--- config.mk ---
export PLATFORM = sky130hd
export DESIGN_NAME = gate_pipe_slice
export DESIGN_NICKNAME = d
export VERILOG_FILES = /design/src/rtl/gate_pkg.sv /design/src/rtl/gate_pipe_slice.sv
export SDC_FILE = /design/constraint.sdc
export NUM_CORES = 1
export LEC_CHECK = 0
export BUFFER_PORTS_ARGS = -buffer_cell sky130_fd_sc_hd__buf_2
export CAP_MARGIN = 40
export CELL_PAD_IN_SITES_DETAIL_PLACEMENT = 0
export CELL_PAD_IN_SITES_GLOBAL_PLACEMENT = 1
export CORE_ASPECT_RATIO = 0.6
export CORE_MARGIN = 5
export CORE_UTILIZATION = 40
export CTS_BUF_LIST = sky130_fd_sc_hd__clkbuf_4
export DETAILED_ROUTE_END_ITERATION = 12
export GPL_ROUTABILITY_DRIVEN = 1
export PLACE_DENSITY = 0.95
export SLEW_MARGIN = 20
export SYNTH_ARGS = -nofsm -noshare
export SYNTH_HDL_FRONTEND = slang
export SYNTH_SLANG_ARGS = --single-unit
--- constraint.sdc ---
create_clock -name clk_i -period 4.93 [get_ports clk_i]
set_clock_uncertainty 0.2 [all_clocks]
set_input_delay 0.986 -clock clk_i [delete_from_list [all_inputs] [get_ports clk_i]]
set_output_delay 0.986 -clock clk_i [all_outputs]
set_load 0.05 [all_outputs]
--- src/rtl/gate_pkg.sv ---
// Op encoding and gate function for the simple-gate pipeline.
// Operands are carried at GATE_MAX_W; callers zero-extend and keep the low WIDTH bits.
package gate_pkg;

  localparam int unsigned GATE_OP_W  = 2;
  localparam int unsigned GATE_MAX_W = 1024;

  typedef enum logic [GATE_OP_W-1:0] {
    GATE_INV   = 2'd0,
    GATE_AND2  = 2'd1,
    GATE_NAND2 = 2'd2,
    GATE_MUX2  = 2'd3
  } gate_op_e;

  typedef logic [GATE_MAX_W-1:0] gate_word_t;

  function automatic gate_word_t gate_eval(gate_op_e op, gate_word_t a, gate_word_t b, logic s);
    gate_word_t r;
    case (op)
      GATE_INV:   r = ~a;
      GATE_AND2:  r = a & b;
      GATE_NAND2: r = ~(a & b);
      GATE_MUX2:  r = s ? b : a;
      default:    r = a;
    endcase
    return r;
  endfunction

endpackage

--- src/rtl/gate_pipe_slice.sv ---
// One elastic register slice: valid/op/data with ready flowing upstream.
// The slot is free when empty or when its content is consumed this cycle.
module gate_pipe_slice
  import gate_pkg::*;
#(
  parameter int unsigned Width = 64
) (
  input  logic             clk_i,
  input  logic             rst_i,
  input  logic             in_valid_i,
  output logic             in_ready_o,
  input  gate_op_e         in_op_i,
  input  logic [Width-1:0] in_data_i,
  output logic             out_valid_o,
  input  logic             out_ready_i,
  output gate_op_e         out_op_o,
  output logic [Width-1:0] out_data_o
);

  logic             valid_q, valid_d;
  gate_op_e         op_q, op_d;
  logic [Width-1:0] data_q, data_d;

  assign in_ready_o  = !valid_q || out_ready_i;
  assign out_valid_o = valid_q;
  assign out_op_o    = op_q;
  assign out_data_o  = data_q;

  always_comb begin
    valid_d = valid_q;
    op_d    = op_q;
    data_d  = data_q;
    if (in_ready_o) begin
      valid_d = in_valid_i;
      if (in_valid_i) begin
        op_d   = in_op_i;
        data_d = in_data_i;
      end
    end
  end

  always_ff @(posedge clk_i or posedge rst_i) begin
    if (rst_i) begin
      valid_q <= 1'b0;
      op_q    <= GATE_INV;
      data_q  <= '0;
    end else begin
      valid_q <= valid_d;
      op_q    <= op_d;
      data_q  <= data_d;
    end
  end

endmodule

---- Word-level counts from Yosys, hierarchy flattened ----
Index checks and enable logic that the tools add are counted.
operators by class
  reduce and logical (&&, ||, !) cells .... 3
operators by type and width
  operator          count
  $reduce_and 2->1  1
  $logic_not 1->1   1
  $logic_or 1x1->1  1
storage, ports and cells
  register bits ........................... 67
  output and inout port bits .............. 68

---- Depth between registers and ports, before layout ----
Gate-level depths: netlist of the first run.
  word-level depth ........................ 3
  mapped depth ............................ 5
  mapped depth without buffers ............ 3

---- Least setup slack after synthesis of the first run ----
Ideal clock, no wire load.
  path kind ............................... in2out
  start ................................... input out_ready_i
  end ..................................... output in_ready_o
  slack ................................... 2,554 ps
  stages .................................. 1
  arrival time ............................ 1,190 ps
  path through ............................ nand2b_4
between the ends
  longest elaborated chain between the ends .. 1
ends and longest elaborated chain
  what                line                   source
  start: declaration  gate_pipe_slice.sv:15  input logic out_ready_i,
  $logic_or 1x1->1    gate_pipe_slice.sv:24  assign in_ready_o = !valid_q || out_ready_i;
  end: declaration    gate_pipe_slice.sv:11  output logic in_ready_o,
No other way between the ends.

---- Worst setup path in the final report of the first run ----
Ends and elaborated chain as after synthesis.

==> results.py, run 1 <==
metrics = {
    "setup_path": {
        "cp-start-kind": "primary input",
        "worst_setup_path_end_kind": "output pin",
        "reg2reg_slack_ps": 3080,
        "cp_max_fo": 3,
        "rr_worst_depth": 4,
        "crit_type": "primary input to output pin",
        "arrival_ps": 1460,
        "regToRegStartpoint": "out_valid_o",
        "worstReg2RegEnd": "out_data_o[17]",
        "critical_path_required_ps": 3740,
    },
    "die": {
        "die_area_um2": 8550,
        "die_w_um": 116,
        "fp-row-count": 23,
        "design.core.area_um2": 6620,
        "die_h_um": 73.7,
        "start_util": 0.408,
        "pin_count": 138,
    },
    "placed_design": {
        "gp_congestion": 0.771,
        "portBuffers": 137,
        "placed_cells": 364,
        "dp_hpwl_um": 4380,
    },
    "cts": {
        "clock_path_buffers": 2,
        "cts_sinks": 67,
        "postCtsSetupRepairBufs": 0,
        "cts-root-buf": "clkbuf_4",
        "post_cts_resized": 0,
        "cts_tree": "done",
        "cts_made_buffers": 9,
        "htreeDepth": 3,
        "clk_pin_slew_ps": 100,
        "cts.hold.buffers_added": 0,
        "insertion_delay_ps": 390,
    },
    "pwr": {
        "clockPowerShare": 0.179,
        "power_frac_comb": 0.374,
        "p_sw_frac": 0.403,
        "power_frac_seq": 0.447,
        "p_switching_w": 0.000608,
        "p_leak_nw": 1.88,
        "power.density_nw_per_um2": 425,
        "vdd_drop_max_mv": 0.225,
        "p_int_w": 0.000899,
    },
    "synth": {
        "syn-num-nets": 214,
        "syn_area_um2": 2700,
        "ys_seq_area_frac": 0.621,
        "syn_inst": 144,
        "ys_ff_latch": 67,
        "synth_area_per_cell_um2": 18.8,
        "ys_warn_count": 0,
        "synthDistinctLibCells": 10,
    },
    "global_route": {
        "grt_antenna_before_repair": 0,
        "grt_max_degree": 43,
        "grt_pass1_vias": 1797,
        "grt_usage": 0.145,
        "grt_overflow_total": 0,
        "grt_pass1_wl_um": 9210,
    },
    "cells_and_area": {
        "diodes": 0,
        "fillCellCount": 561,
        "nets": 358,
        "post-route-util": 0.535,
        "drive_gt1_frac": 0.762,
        "stdcell_count": 377,
        "syn2layout_area_growth_pct": 31.2,
    },
    "sta": {
        "max_freq_mhz": 378,
        "hold_viol": 0,
        "slew-limit-headroom": 0.701,
        "finalSetupTns_ps": 0,
        "setup_viol": 0,
        "finalMaxSlewViolations": 0,
        "fin_crit_sh": 0.537,
        "worst_slew_pin_slew_ps": 449,
        "rsz0062_at_grt": "no",
        "finalCriticalPeriod_ps": 2650,
    },
    "route": {
        "wl_per_cell_um": 15.6,
        "first_pass_iters": 4,
        "antenna_left": 0,
        "wirelength_um": 5890,
        "via_count": 1698,
        "viasPerCell": 4.50,
        "drt-initial-drc-count": 59,
        "drc_errors": 0,
    },
    "hold_path": {
        "hold_path.class": "primary input to async pin",
    },
    "run_status": {
        "outcome": "finished clean",
    },
    "run": {
        "cap_violations": 0,
    },
}
[synth_stat cells]
library cell,count,area share
mux2_2,26,0.11
dfrtp_1,67,0.62
buf_2,2,0.0037
nand2b_1,1,0.0023
nand2_2,1,0.0023
nand2b_4,1,0.0051
buf_12,4,0.030
inv_1,1,0.0014
buf_6,1,0.0042
mux2_4,40,0.22
[cell type report]
type / count / area, um2 / share of cell area
clock buffer: 9 / 67.6 / 0.0191
clock inverter: 4 / 21.3 / 0.00600
inverter: 1 / 3.75 / 0.00106
multi-input combinational: 69 / 925 / 0.261
sequential: 67 / 1680 / 0.473
tap: 87 / 109 / 0.0307
timing repair buffer: 140 / 741 / 0.209
[state kept, by name, summed over array words and instances, names as in the netlist]
register,cells
out_data_o,64
out_valid_o,1
out_op_o,2
[through the flow]
stage / total power (W) / hold slack, ps / setup slack [ps] / cell area (um2)
after global routing: 0.00159 / 248 / 2260 / 3540
after CTS: 0.00153 / 255 / 2280 / 3540
after floorplan: 0.00111 / 664 / 2060 / 2700
after detailed placement: 0.00125 / 289 / 2280 / 3450
after global placement: 0.00124 / 284 / 2180 / 3410
final: 0.00151 / 292 / 2280 / 3540
[power groups by stage]
stage,Clock [W],Sequential [W],Combinational [W]
after floorplan,0,0.000968,0.000147
after global placement,0,0.000679,0.000561
after detailed placement,0,0.000682,0.000569
after CTS,0.000287,0.000674,0.000570
after global routing,0.000315,0.000684,0.000588
final,0.000270,0.000673,0.000564
[layer usage]
metal,global-route usage,routed length (um),vias to the layer above,share of wire
li1,-,-,789,-
met1,0.194,2660,807,0.45
met2,0.199,2410,94,0.41
met3,0.0716,740,8,0.13
met4,0.0579,82,0,0.014
met5,0,0,-,0
[placed cells by master (no fill, tap or decap), drive strengths merged]
| cell | Yosys | final |
|---|---|---|
| clkinv | 0 | 3 |
| clkinvlp | 0 | 1 |
| dfrtp | 67 | 67 |
| nand2b | 2 | 2 |
| clkbuf | 0 | 9 |
| nand2 | 1 | 1 |
| mux2 | 66 | 66 |
| buf | 7 | 140 |
| inv | 1 | 1 |
[logic make-up (layout without fill, tap and decap cells)]
| family | Yosys count | count (layout) | share of synthesized area |
|---|---|---|---|
| and+or+nand+nor | 3 | 3 | 0.00973 |
| muxes | 66 | 66 | 0.331 |
| DFF | 67 | 67 | 0.621 |
| buffers and inverters | 8 | 154 | 0.0389 |
[critical path, cell delays in order]
cell and delay [ps]:
buf_2 70, nand2b_4 130, buf_2 270
[worst max path at each step]
stage | depth (start not counted) | start | end | slack, ps
floorplan | 1 | rst_i | out_data_o[0] | 2060
global placement | 4 | out_ready_i | out_data_o[12] | 2180
detailed placement | 3 | out_ready_i | in_ready_o | 2280
CTS | 3 | out_ready_i | in_ready_o | 2280
global route | 3 | out_ready_i | in_ready_o | 2260
finish | 3 | out_ready_i | in_ready_o | 2280
No activity file was read; power rests on OpenSTA's default activity.
==> run 2, diff against run 1 <==
CORE_UTILIZATION = 33   (was 40)
PLACE_DENSITY = 0.88   (was 0.95)
clock period = 2.2 ns   (was 4.93 ns; I/O delays follow)
==> results.py, run 2 (same netlist as run 1, synthesis figures left out) <==
metrics = {
    "die": {
        "pin_count": 138,
        "die_w_um": 127,
        "fp-row-count": 25,
        "die_area_um2": 10200,
        "design.core.area_um2": 7910,
        "start_util": 0.341,
        "die_h_um": 80.1,
    },
    "cells_and_area": {
        "diodes": 0,
        "largest_reg_flops": 64,
        "final_common_cell": "buf_2",
        "multiInputGateArea_um2": 925,
        "nets": 359,
        "drive_gt1_frac": 0.758,
        "regArea_um2": 1680,
        "final_cell_mix": "buf_2, dfrtp_1, mux2_4",
        "stdcell_count": 401,
        "syn2layout_area_growth_pct": 34.2,
        "fillCellCount": 723,
        "post-route-util": 0.458,
    },
    "setup_path": {
        "critical_path_required_ps": 1560,
        "reg2reg_slack_ps": 650,
        "cpMaxStageDelayCell": "dfrtp_1",
        "cp_num_buf_inv": 1,
        "worst_setup_path_end_kind": "output pin",
        "worstReg2RegEnd": "out_data_o[26]",
        "arrival_ps": 1210,
        "path_cells": "nand2b_4 > buf_2",
        "crit_family": "flip-flops",
        "max_stage_delay_ps": 440,
        "rr_worst_depth": 4,
        "cp_max_fo": 3,
        "cp-start-kind": "register",
        "regToRegStartpoint": "out_valid_o",
        "crit_type": "register to output pin",
    },
    "route": {
        "drt-initial-drc-count": 42,
        "via_count": 1708,
        "drc_errors": 0,
        "wl_per_cell_um": 14.9,
        "antenna_left": 0,
        "viasPerCell": 4.26,
        "wirelength_um": 5980,
        "first_pass_iters": 3,
    },
    "cts": {
        "cts_tree": "done",
        "clock_path_buffers": 2,
        "clk_pin_slew_ps": 100,
        "cts_made_buffers": 9,
        "post_cts_resized": 0,
        "htreeDepth": 3,
        "cts-root-buf": "clkbuf_4",
        "cts_sinks": 67,
        "insertion_delay_ps": 400,
    },
    "placed_design": {
        "place_ws_ps": 455,
        "placed_cells": 385,
        "gp_congestion": 0.745,
        "dp_hpwl_um": 4420,
        "portBuffers": 137,
    },
    "sta": {
        "hold_viol": 0,
        "fin_crit_sh": 0.842,
        "setup_ws_ps": 347,
        "finalSetupTns_ps": 0,
        "rsz0062_at_grt": "no",
        "finalMaxSlewViolations": 0,
        "finalCriticalPeriod_ps": 1850,
        "slew-limit-headroom": 0.744,
        "max_freq_mhz": 540,
        "worst_slew_pin_slew_ps": 384,
        "setup_viol": 0,
    },
    "pwr": {
        "total_power_w": 0.00353,
        "power.density_nw_per_um2": 975,
        "p_leak_nw": 1.90,
        "vdd_drop_max_mv": 0.519,
    },
    "hold_path": {
        "holdCritStartpoint": "in_data_i[1]",
        "hold_end": "out_data_o[1]",
        "hold_path.class": "primary input to register",
        "whs_path_depth": 2,
    },
    "run": {
        "cap_violations": 0,
    },
    "run_status": {
        "outcome": "finished clean",
    },
    "global_route": {
        "grt_antenna_before_repair": 0,
        "grt_pass1_wl_um": 9410,
        "grt_pass1_vias": 1796,
        "grt_usage": 0.122,
        "grt_max_degree": 68,
        "grt_overflow_total": 0,
    },
}
==> run 2: final cells by class <==
class                      count  share of cell area
clock buffer                  11              0.0228
clock inverter                 4              0.0117
inverter                       1             0.00207
multi-input combinational     69               0.255
sequential                    67               0.463
tap                          108              0.0373
timing repair buffer         141               0.208
==> run 2: how the worst max path moves through the flow <==
stage / from / endpoint / slack (ps) / cells after the start
after global routing: out_valid_o / in_ready_o / 260 / 2
after CTS: out_valid_o / in_ready_o / 280 / 2
final: out_valid_o / in_ready_o / 350 / 2
after detailed placement: out_ready_i / out_data_o[26] / 460 / 5
after global placement: out_ready_i / out_data_o[26] / 480 / 5
after floorplan: out_valid_o / out_data_o[0] / 270 / 5
==> run 2: what timing repair did <==
item,4_1_cts,5_1_grt
hold buffers,1,0
hold endpoints to repair,67,0
buffers inserted,0,0
==> run 2: worst reg2reg max path, cell delays in order, from the launching register on <==
cell      delay, ps
dfrtp_1         430
nand2b_4         80
nand2_4          90
buf_12          240
mux2_2          400
==> run 2: per-stage QoR <==
| step | hold WS, ps | area, um2 |
|---|---|---|
| global placement | 284 | 3490 |
| global route | 1.03 | 3620 |
| floorplan | 348 | 2710 |
| finish | 60.3 | 3620 |
| detailed placement | 287 | 3490 |
| CTS | 2.67 | 3620 |
==> run 2: power by group <==
part	switching, W	internal (W)	total, W
registers	0.0000946	0.00141	0.00150
clock network	0.000396	0.000358	0.000754
logic	0.000873	0.000401	0.00127
total	0.00136	0.00217	0.00353
==> run 2: layer usage <==
metal,wire [um],vias up,track usage
met2,2460,91,0.170
met5,0,-,0
met1,2720,811,0.154
met3,702,9,0.0711
li1,-,797,-
met4,99,0,0.0514
==> run 3, diff against run 2 <==
ABC_AREA = 1   (was default)
PLACE_DENSITY = 0.93   (was 0.88)
clock period = 1.9 ns   (was 2.2 ns; I/O delays follow)
==> results.py, run 3 <==
metrics = {
    "cells_and_area": {
        "diodes": 0,
        "nets": 562,
        "final_cell_mix": "buf_2, nand2_1, dfrtp_1",
        "largest_reg_flops": 64,
        "drive_gt1_frac": 0.327,
        "final_common_cell": "buf_2",
        "syn2layout_area_growth_pct": 57.9,
    },
    "setup_path": {
        "worst_setup_path_end_kind": "output pin",
        "arrival_ps": 1200,
        "cp_max_fo": 4,
        "crit_type": "register to output pin",
        "endpoint": "in_ready_o",
        "regToRegStartpoint": "out_valid_o",
        "crit_path_start": "out_valid_o",
        "critical_path_required_ps": 1320,
        "worstReg2RegEnd": "out_data_o[48]",
        "cp-start-kind": "register",
        "rr_worst_depth": 4,
        "reg2reg_slack_ps": 540,
    },
    "synth": {
        "synth_area_leader_cell": "dfrtp_1",
        "syn_inst": 291,
        "ys_seq_area_frac": 0.633,
        "synthTopCellsByCount": "nand2_1, dfrtp_1, nand3_1",
        "synth_area_per_cell_um2": 9.11,
        "async_flop_share": 1.00,
        "synthDistinctLibCells": 10,
        "ys_warn_count": 0,
        "synth_area_leaders": "dfrtp_1, nand2_1, nand3_1, buf_2, buf_6",
        "synth-edff-count": 0,
        "syn_area_um2": 2650,
        "synth_top_area_share": 0.633,
        "syn-num-nets": 361,
        "synth_most_common_cell": "nand2_1",
        "synthFlopType": "dfrtp_1",
        "ys_ff_latch": 67,
    },
    "die": {
        "die_area_um2": 9980,
        "design.core.area_um2": 7850,
        "pin_count": 138,
        "die_w_um": 126,
        "start_util": 0.338,
        "fp-row-count": 25,
        "die_h_um": 79.4,
    },
    "pwr": {
        "power.density_nw_per_um2": 942,
        "total_power_w": 0.00394,
        "p_leak_nw": 2.35,
        "vdd_drop_max_mv": 0.465,
    },
    "run_status": {
        "outcome": "finished clean",
    },
    "global_route": {
        "grt_pass1_wl_um": 14000,
        "grt_max_degree": 68,
        "grt_antenna_before_repair": 0,
        "grt_usage": 0.177,
        "grt_pass1_vias": 2756,
        "grt_overflow_total": 0,
    },
    "sta": {
        "hold_viol": 0,
        "finalMaxSlewViolations": 0,
        "finalCriticalPeriod_ps": 1780,
        "worst_slew_pin_slew_ps": 466,
        "finalSetupTns_ps": 0,
        "rsz0062_at_grt": "no",
        "slew-limit-headroom": 0.690,
        "setup_viol": 0,
        "max_freq_mhz": 561,
        "fin_crit_sh": 0.938,
    },
    "placed_design": {
        "portBuffers": 137,
        "dp_hpwl_um": 5420,
        "gp_congestion": 0.765,
    },
    "route": {
        "wirelength_um": 8280,
        "viasPerCell": 4.51,
        "antenna_left": 0,
        "drt-initial-drc-count": 138,
        "via_count": 2727,
        "wl_per_cell_um": 13.7,
        "first_pass_iters": 4,
        "drc_errors": 0,
    },
    "cts": {
        "cts_tree": "done",
        "htreeDepth": 3,
        "cts-root-buf": "clkbuf_4",
        "cts_made_buffers": 9,
        "insertion_delay_ps": 410,
        "cts_sinks": 67,
        "clock_path_buffers": 2,
        "clk_pin_slew_ps": 100,
        "postCtsSetupRepairBufs": 0,
    },
    "hold_path": {
        "hold_path.class": "primary input to register",
    },
    "run": {
        "cap_violations": 0,
    },
}
-- run 3: cell count changes in the layout (fill, tap and decap cells not counted), moves of 7 or more --
| cell | change |
|---|---|
| nand2_1 | +133 |
| nand3_1 | +66 |
| dlygate4sd3_1 | +65 |
| mux2_4 | -40 |
| mux2_2 | -26 |
| buf_4 | +7 |
-- run 3: per-layer routing --
layer,vias to the layer above,part of all wire,global-route usage
li1,1328,-,-
met1,1267,0.43,0.216
met2,121,0.46,0.280
met3,11,0.098,0.0902
met4,0,0.012,0.0433
met5,-,0,0
-- run 3: kinds of logic (layout without fill, tap and decap cells) --
| kind of cell | Yosys count | count (layout) | share of synthesized area |
|---|---|---|---|
| buffers and inverters | 23 | 228 | 0.0505 |
| DFF | 67 | 67 | 0.633 |
| and+or+nand+nor | 201 | 201 | 0.317 |
-- run 3: layout make-up --
cell class | instances | area [um2]
Clock inverter | 4 | 18.8
Inverter | 2 | 11.3
Sequential cell | 67 | 1680
Timing Repair Buffer | 211 | 1420
Clock buffer | 11 | 82.6
Multi-Input combinational cell | 201 | 842
Fill cell | 726 | 3670
Tap cell | 108 | 135
-- run 3: worst min-delay path by stage --
stage	depth (start not counted)	slack (ps)	from	endpoint
final	3	50	in_data_i[28]	out_data_o[28]
after global routing	3	0.1	in_data_i[28]	out_data_o[28]
after CTS	3	5	in_data_i[28]	out_data_o[28]
after detailed placement	2	250	out_data_o[26]	out_data_o[26]
after global placement	2	250	out_data_o[43]	out_data_o[43]
after floorplan	2	320	in_data_i[27]	out_data_o[27]
-- run 3: timing repair --
item / 4_1_cts / 5_1_grt
hold endpoints to repair: 132 / 0
hold buffers: 66 / 0
gates resized for setup: 0 / 0
-- run 3: per-stage QoR --
stage,util,hold slack (ps),std cells,area [um2],setup WS (ps)
after floorplan,-,325,291,2650,247
after global placement,0.436,248,523,3420,478
after detailed placement,0.436,253,523,3420,469
after CTS,0.533,4.89,604,4190,84.2
after global routing,0.533,0.128,604,4190,18.9
final,0.533,45.2,604,4190,119
-- run 3: critical path, cell delays in order (launching register included) --
cell	delay, ps
dfrtp_1	410
nand2_2	110
buf_2	270
-- run 3: power by group --
group | internal (W) | switching (W) | leakage [nW]
Clock | 0.000281 | 0.000474 | 0.0639
Combinational | 0.000385 | 0.00107 | 1.46
Sequential | 0.00162 | 0.000114 | 0.821
